==> src/rtl/btn_pulse_debouncer_pkg.sv <==
// Shared definitions for the push-button debouncer: FSM state encodings and
// default debounce/repeat constants.
package btn_pulse_debouncer_pkg;

  // Debouncer FSM state encodings
  localparam logic [1:0] ST_IDLE        = 2'd0;
  localparam logic [1:0] ST_PRESS_CHK   = 2'd1;
  localparam logic [1:0] ST_HELD        = 2'd2;
  localparam logic [1:0] ST_RELEASE_CHK = 2'd3;

  // Default debounce constants
  localparam int DEF_DEBOUNCE_CYCLES = 4;
  localparam int DEF_CNT_W           = 4;
  localparam int DEF_REPEAT_CYCLES   = 8;

endpackage

==> src/rtl/btn_pulse_debouncer_sync_2ff.sv <==
// Two-flop synchroniser for a raw asynchronous level, with synchronous
// active-high reset. Output q follows d with two cycles of latency.
module sync_2ff (
  input  logic clk,
  input  logic rst,
  input  logic d,
  output logic q
);

  logic r_meta;
  logic r_sync;

  // Shift the raw level through two flops to settle metastability
  always_ff @(posedge clk) begin
    if (rst) begin
      r_meta <= 1'b0;
      r_sync <= 1'b0;
    end else begin
      r_meta <= d;
      r_sync <= r_meta;
    end
  end

  assign q = r_sync;

endmodule

==> src/rtl/btn_pulse_debouncer.sv <==
// Push-button conditioner: synchronises a bouncy button level, debounces it
// with a counter-based FSM, and emits one single-cycle pulse per accepted
// press plus a clean debounced level.
// Optional macro BTN_AUTO_REPEAT_EN: while the button stays held, an extra
// pulse is issued every REPEAT_CYCLES cycles.
module btn_pulse_debouncer
  import btn_pulse_debouncer_pkg::*;
#(
  parameter int DEBOUNCE_CYCLES = DEF_DEBOUNCE_CYCLES,
  parameter int CNT_W           = DEF_CNT_W,
  parameter int REPEAT_CYCLES   = DEF_REPEAT_CYCLES
) (
  input  logic clk,
  input  logic rst,
  input  logic btn_in,
  output logic pulse_out,
  output logic level_out
);

  localparam logic [CNT_W-1:0] CNT_LAST = CNT_W'(DEBOUNCE_CYCLES - 1);

  logic             w_btn_s;
  logic             w_cnt_last;
  logic [1:0]       r_state;
  logic [CNT_W-1:0] r_cnt;
  logic             r_pulse;
  logic             r_level;

  sync_2ff u_sync (
    .clk (clk),
    .rst (rst),
    .d   (btn_in),
    .q   (w_btn_s)
  );

  assign w_cnt_last = (r_cnt == CNT_LAST);

`ifdef BTN_AUTO_REPEAT_EN
  localparam int REP_W = (REPEAT_CYCLES > 1) ? $clog2(REPEAT_CYCLES) : 1;
  localparam logic [REP_W-1:0] REP_LAST = REP_W'(REPEAT_CYCLES - 1);

  logic [REP_W-1:0] r_rep;
  logic             w_rep_fire;

  assign w_rep_fire = (r_state == ST_HELD) && w_btn_s && (r_rep == REP_LAST);

  // Repeat counter runs only while held; it is zero whenever HELD is entered
  always_ff @(posedge clk) begin
    if (rst) begin
      r_rep <= '0;
    end else if ((r_state == ST_HELD) && w_btn_s && !w_rep_fire) begin
      r_rep <= r_rep + 1'b1;
    end else begin
      r_rep <= '0;
    end
  end
`else
  logic w_unused_rep;
  assign w_unused_rep = (REPEAT_CYCLES != 0);
`endif

  // Debounce FSM; reaching the terminal count always changes state, so the
  // counter never wraps
  always_ff @(posedge clk) begin
    if (rst) begin
      r_state <= ST_IDLE;
      r_cnt   <= '0;
      r_pulse <= 1'b0;
      r_level <= 1'b0;
    end else begin
      r_pulse <= 1'b0;
      case (r_state)
        ST_IDLE: begin
          if (w_btn_s) begin
            r_state <= ST_PRESS_CHK;
            r_cnt   <= '0;
          end
        end
        ST_PRESS_CHK: begin
          if (!w_btn_s) begin
            r_state <= ST_IDLE;
          end else if (w_cnt_last) begin
            r_state <= ST_HELD;
            r_pulse <= 1'b1;
            r_level <= 1'b1;
          end else begin
            r_cnt <= r_cnt + 1'b1;
          end
        end
        ST_HELD: begin
          if (!w_btn_s) begin
            r_state <= ST_RELEASE_CHK;
            r_cnt   <= '0;
          end
`ifdef BTN_AUTO_REPEAT_EN
          else if (w_rep_fire) begin
            r_pulse <= 1'b1;
          end
`endif
        end
        ST_RELEASE_CHK: begin
          if (w_btn_s) begin
            r_state <= ST_HELD;
          end else if (w_cnt_last) begin
            r_state <= ST_IDLE;
            r_level <= 1'b0;
          end else begin
            r_cnt <= r_cnt + 1'b1;
          end
        end
        default: begin
          r_state <= ST_IDLE;
        end
      endcase
    end
  end

  assign pulse_out = r_pulse;
  assign level_out = r_level;

endmodule

==> config.mk <==
export PLATFORM = sky130hd
export DESIGN_NAME = btn_pulse_debouncer
export DESIGN_NICKNAME = d
export VERILOG_FILES = /design/src/rtl/btn_pulse_debouncer_pkg.sv /design/src/rtl/btn_pulse_debouncer_sync_2ff.sv /design/src/rtl/btn_pulse_debouncer.sv
export SDC_FILE = /design/constraint.sdc
export NUM_CORES = 1
export LEC_CHECK = 0
export BUFFER_PORTS_ARGS = -buffer_cell sky130_fd_sc_hd__buf_2
export CAP_MARGIN = 20
export CORE_AREA = 5 5 42 44
export DETAILED_ROUTE_END_ITERATION = 10
export DIE_AREA = 0 0 47 49
export SLEW_MARGIN = 40
export SYNTH_ARGS = -nofsm -noshare
export SYNTH_HDL_FRONTEND = slang
export SYNTH_SLANG_ARGS = --single-unit
==> constraint.sdc <==
create_clock -name clk -period 2.15 [get_ports clk]
set_clock_uncertainty 0.15 [all_clocks]
set_input_delay 0.215 -clock clk [delete_from_list [all_inputs] [get_ports clk]]
set_output_delay 0.215 -clock clk [all_outputs]
set_load 0.005 [all_outputs]
==> metrics.cfg <==
[synth]
synth-seq-area-share_pct = 47.9
synthArstFlopShare_pct = 0
synth_edf_count = 0
syn_area_um2 = 418
synth_top_cell_by_area = dfxtp_1
synth_most_common_cell = dfxtp_1
synth_seq_cells = 10
yosysTopAreaCellShare_pct = 47.9
yosysWarnings = 0
syn_avg_cell_area_um2 = 9.29
synth_common_cells = dfxtp_1, a21oi_1, nand2_1, nor2b_1, o21ai_0
synth_ff_type = dfxtp_1
yosys-top-cells-area = dfxtp_1, nor2b_1, a21oi_1, o21ai_0, and4bb_4
syn_nets = 49
netlist_instances = 45
synth.distinct_cells = 19

[placement]
globalplace.congestion = 0.819
post-place-ws_ns = 0.508
dpl.hpwl_um = 542
portBuffers = 4

[power_and_ir_drop]
p_comb_share_pct = 3.6
power_density_mw_per_mm2 = 760
p_total_mw = 0.373
p_int_mw = 0.298
swShare_pct = 19.9
clkPwrFrac_pct = 44.7
power.net_switching_mw = 0.0741
ir_drop_v = 0.000347
leakagePower_nw = 0.176
seq_power_share_pct = 51.8

[clock_tree]
clockBufferDepth = 2
clk_latency_ns = 0.27
clock-root-buffer = clkbuf_4
numClockSinks = 10
cts_hold_buf = 0
postCtsSetupRepairBufs = 0
clkTransAtPathRegs_ns = 0.06
numCtsBuffers = 3
h-tree-depth = 1
cts_resized = 0
cts_tree = built

[timing]
clock.fmax_ghz = 0.599
relSlewSlack_pct = 70.6
worst_pin_slew_ns = 0.438
report.final.slew_viol_count = 0
post-route-period-util_pct = 77.7
setup_tns_ns = 0
hold_viol_final = 0
finalWorstSetupSlack_ns = 0.480
fin_crit_ns = 1.67
rsz0062_at_grt = no
finalSetupViolCount = 0

[setup_path]
rr_startpoint = r_cnt[0]
crit_arrival_ns = 1.72
startpoint = r_cnt[0]
crit_fanout = 6
cp-end-kind = flop
worstSetupEndpoint = r_cnt[3]
ff2ff_setup_slack_ns = 0.48
crit_type = reg2reg
cp-start-kind = flop
r2r_end = r_cnt[3]
crit_required_ns = 2.20
r2r_cells = 4

[layout]
final_layout_size_suffix_gt1_share_pct = 17.3
postLayoutCoreUtil_pct = 35.0
finish.net_count = 57
register_area_um2 = 200
n_antenna_cell = 0
fillers = 150
multi_input_area_um2 = 210
areaGrowthSynthToFinish_pct = 17.4

[grt]
grt_pass1_vias = 316
grt.total_usage_pct = 8.27
grt_overflow_total = 0
grt_max_degree = 11
grt_pass1_wl_mm = 1.32
antenna_found_initial = 0

[detailed_routing]
via_count = 335
ant_nets = 0
firstDrtPassIters = 3
vias_per_cell = 4.93
drt-initial-drc-count = 4
detail_route.wl_per_cell_um = 10.8
routed_wirelength_um = 736
drc = 0

[floorplanning]
dieArea_mm2 = 0.00230
chipHeight_um = 49
dieWidth_um = 47
std_cell_rows = 14
core_region_area_mm2 = 0.00140
io_pins = 5
start_util_pct = 29.8

[min_path]
min_path_type = in2reg

[flow_run]
cap_violations = 0

[run_status]
status = complete, no violations

==> logic make-up after synthesis <==
logic type,share of synthesized area (%)
AO/OA/AOI/OAI,12.6
XOR/XNOR,4.19
adder cells (fa/ha/maj),2.99
buffers and inverters,1.79
flip-flops,47.9
AND/OR/NAND/NOR,30.5
==> worst max-delay path, stage by stage (launching register included) <==
cell and delay (ns):
dfxtp_1 0.34, ha_1 0.25, and4bb_4 0.23, or4_1 0.51, a31oi_1 0.13
==> area by class of cell <==
cell class                      count  share of cell area, %
Multi-Input combinational cell     33                   42.9
Sequential cell                    10                   40.8
Clock buffer                        4                   7.40
Timing Repair Buffer                4                   4.08
Tap cell                           16                   4.08
Inverter                            1                  0.765
==> placed cells by master, fill, tap and decap left out, drive strengths merged, types with 2 or more instances in the layout <==
master  instances
a21oi           4
a31oi           2
buf             4
clkbuf          4
dfxtp          10
nand2           4
nand3           3
nand4           2
nor2b           4
nor3            2
o21ai           4
==> stage by stage <==
step           cell area, um^2  hold WS (ns)  std cells
2_1_floorplan              418         0.193         45
3_3_place_gp               454         0.270         64
3_5_place_dp               454         0.293         64
4_1_cts                    490        0.0330         68
5_1_grt                    490        0.0687         68
6_report                   490        0.0229         68
==> layer usage <==
layer  wire, um  global-route usage (%)  up-vias
met5          0                       0        -
met4         14                    5.53        0
met3         31                    4.43        2
met2        347                    10.9        6
met1        341                    10.0      147
li1           -                       -      180
==> power by group through the flow <==
stage / Combinational (mW) / Clock [mW] / Sequential (mW)
2_1_floorplan: 0.00858 / 0 / 0.197
3_3_place_gp: 0.0134 / 0 / 0.197
3_5_place_dp: 0.0137 / 0 / 0.197
4_1_cts: 0.0137 / 0.172 / 0.193
5_1_grt: 0.0153 / 0.178 / 0.193
6_report: 0.0132 / 0.167 / 0.193
==> registers in the layout, summed over array words and instances, names as in the netlist, named ones only <==
signal and count:
level_out 1, pulse_out 1, r_cnt 4, u_sync.r_meta 1
r_state 1, u_sync.q 1
==> how the worst min path moves through the flow <==
stage | to | cells after the start | from | slack [ns]
floorplan | u_sync.r_meta | 1 | btn_in | 0.19
global placement | u_sync.q | 1 | u_sync.r_meta | 0.27
detailed placement | u_sync.q | 1 | u_sync.r_meta | 0.29
CTS | u_sync.r_meta | 2 | btn_in | 0.03
global route | u_sync.r_meta | 2 | btn_in | 0.07
finish | u_sync.r_meta | 2 | btn_in | 0.02
Power figures use the tool's default switching activity.
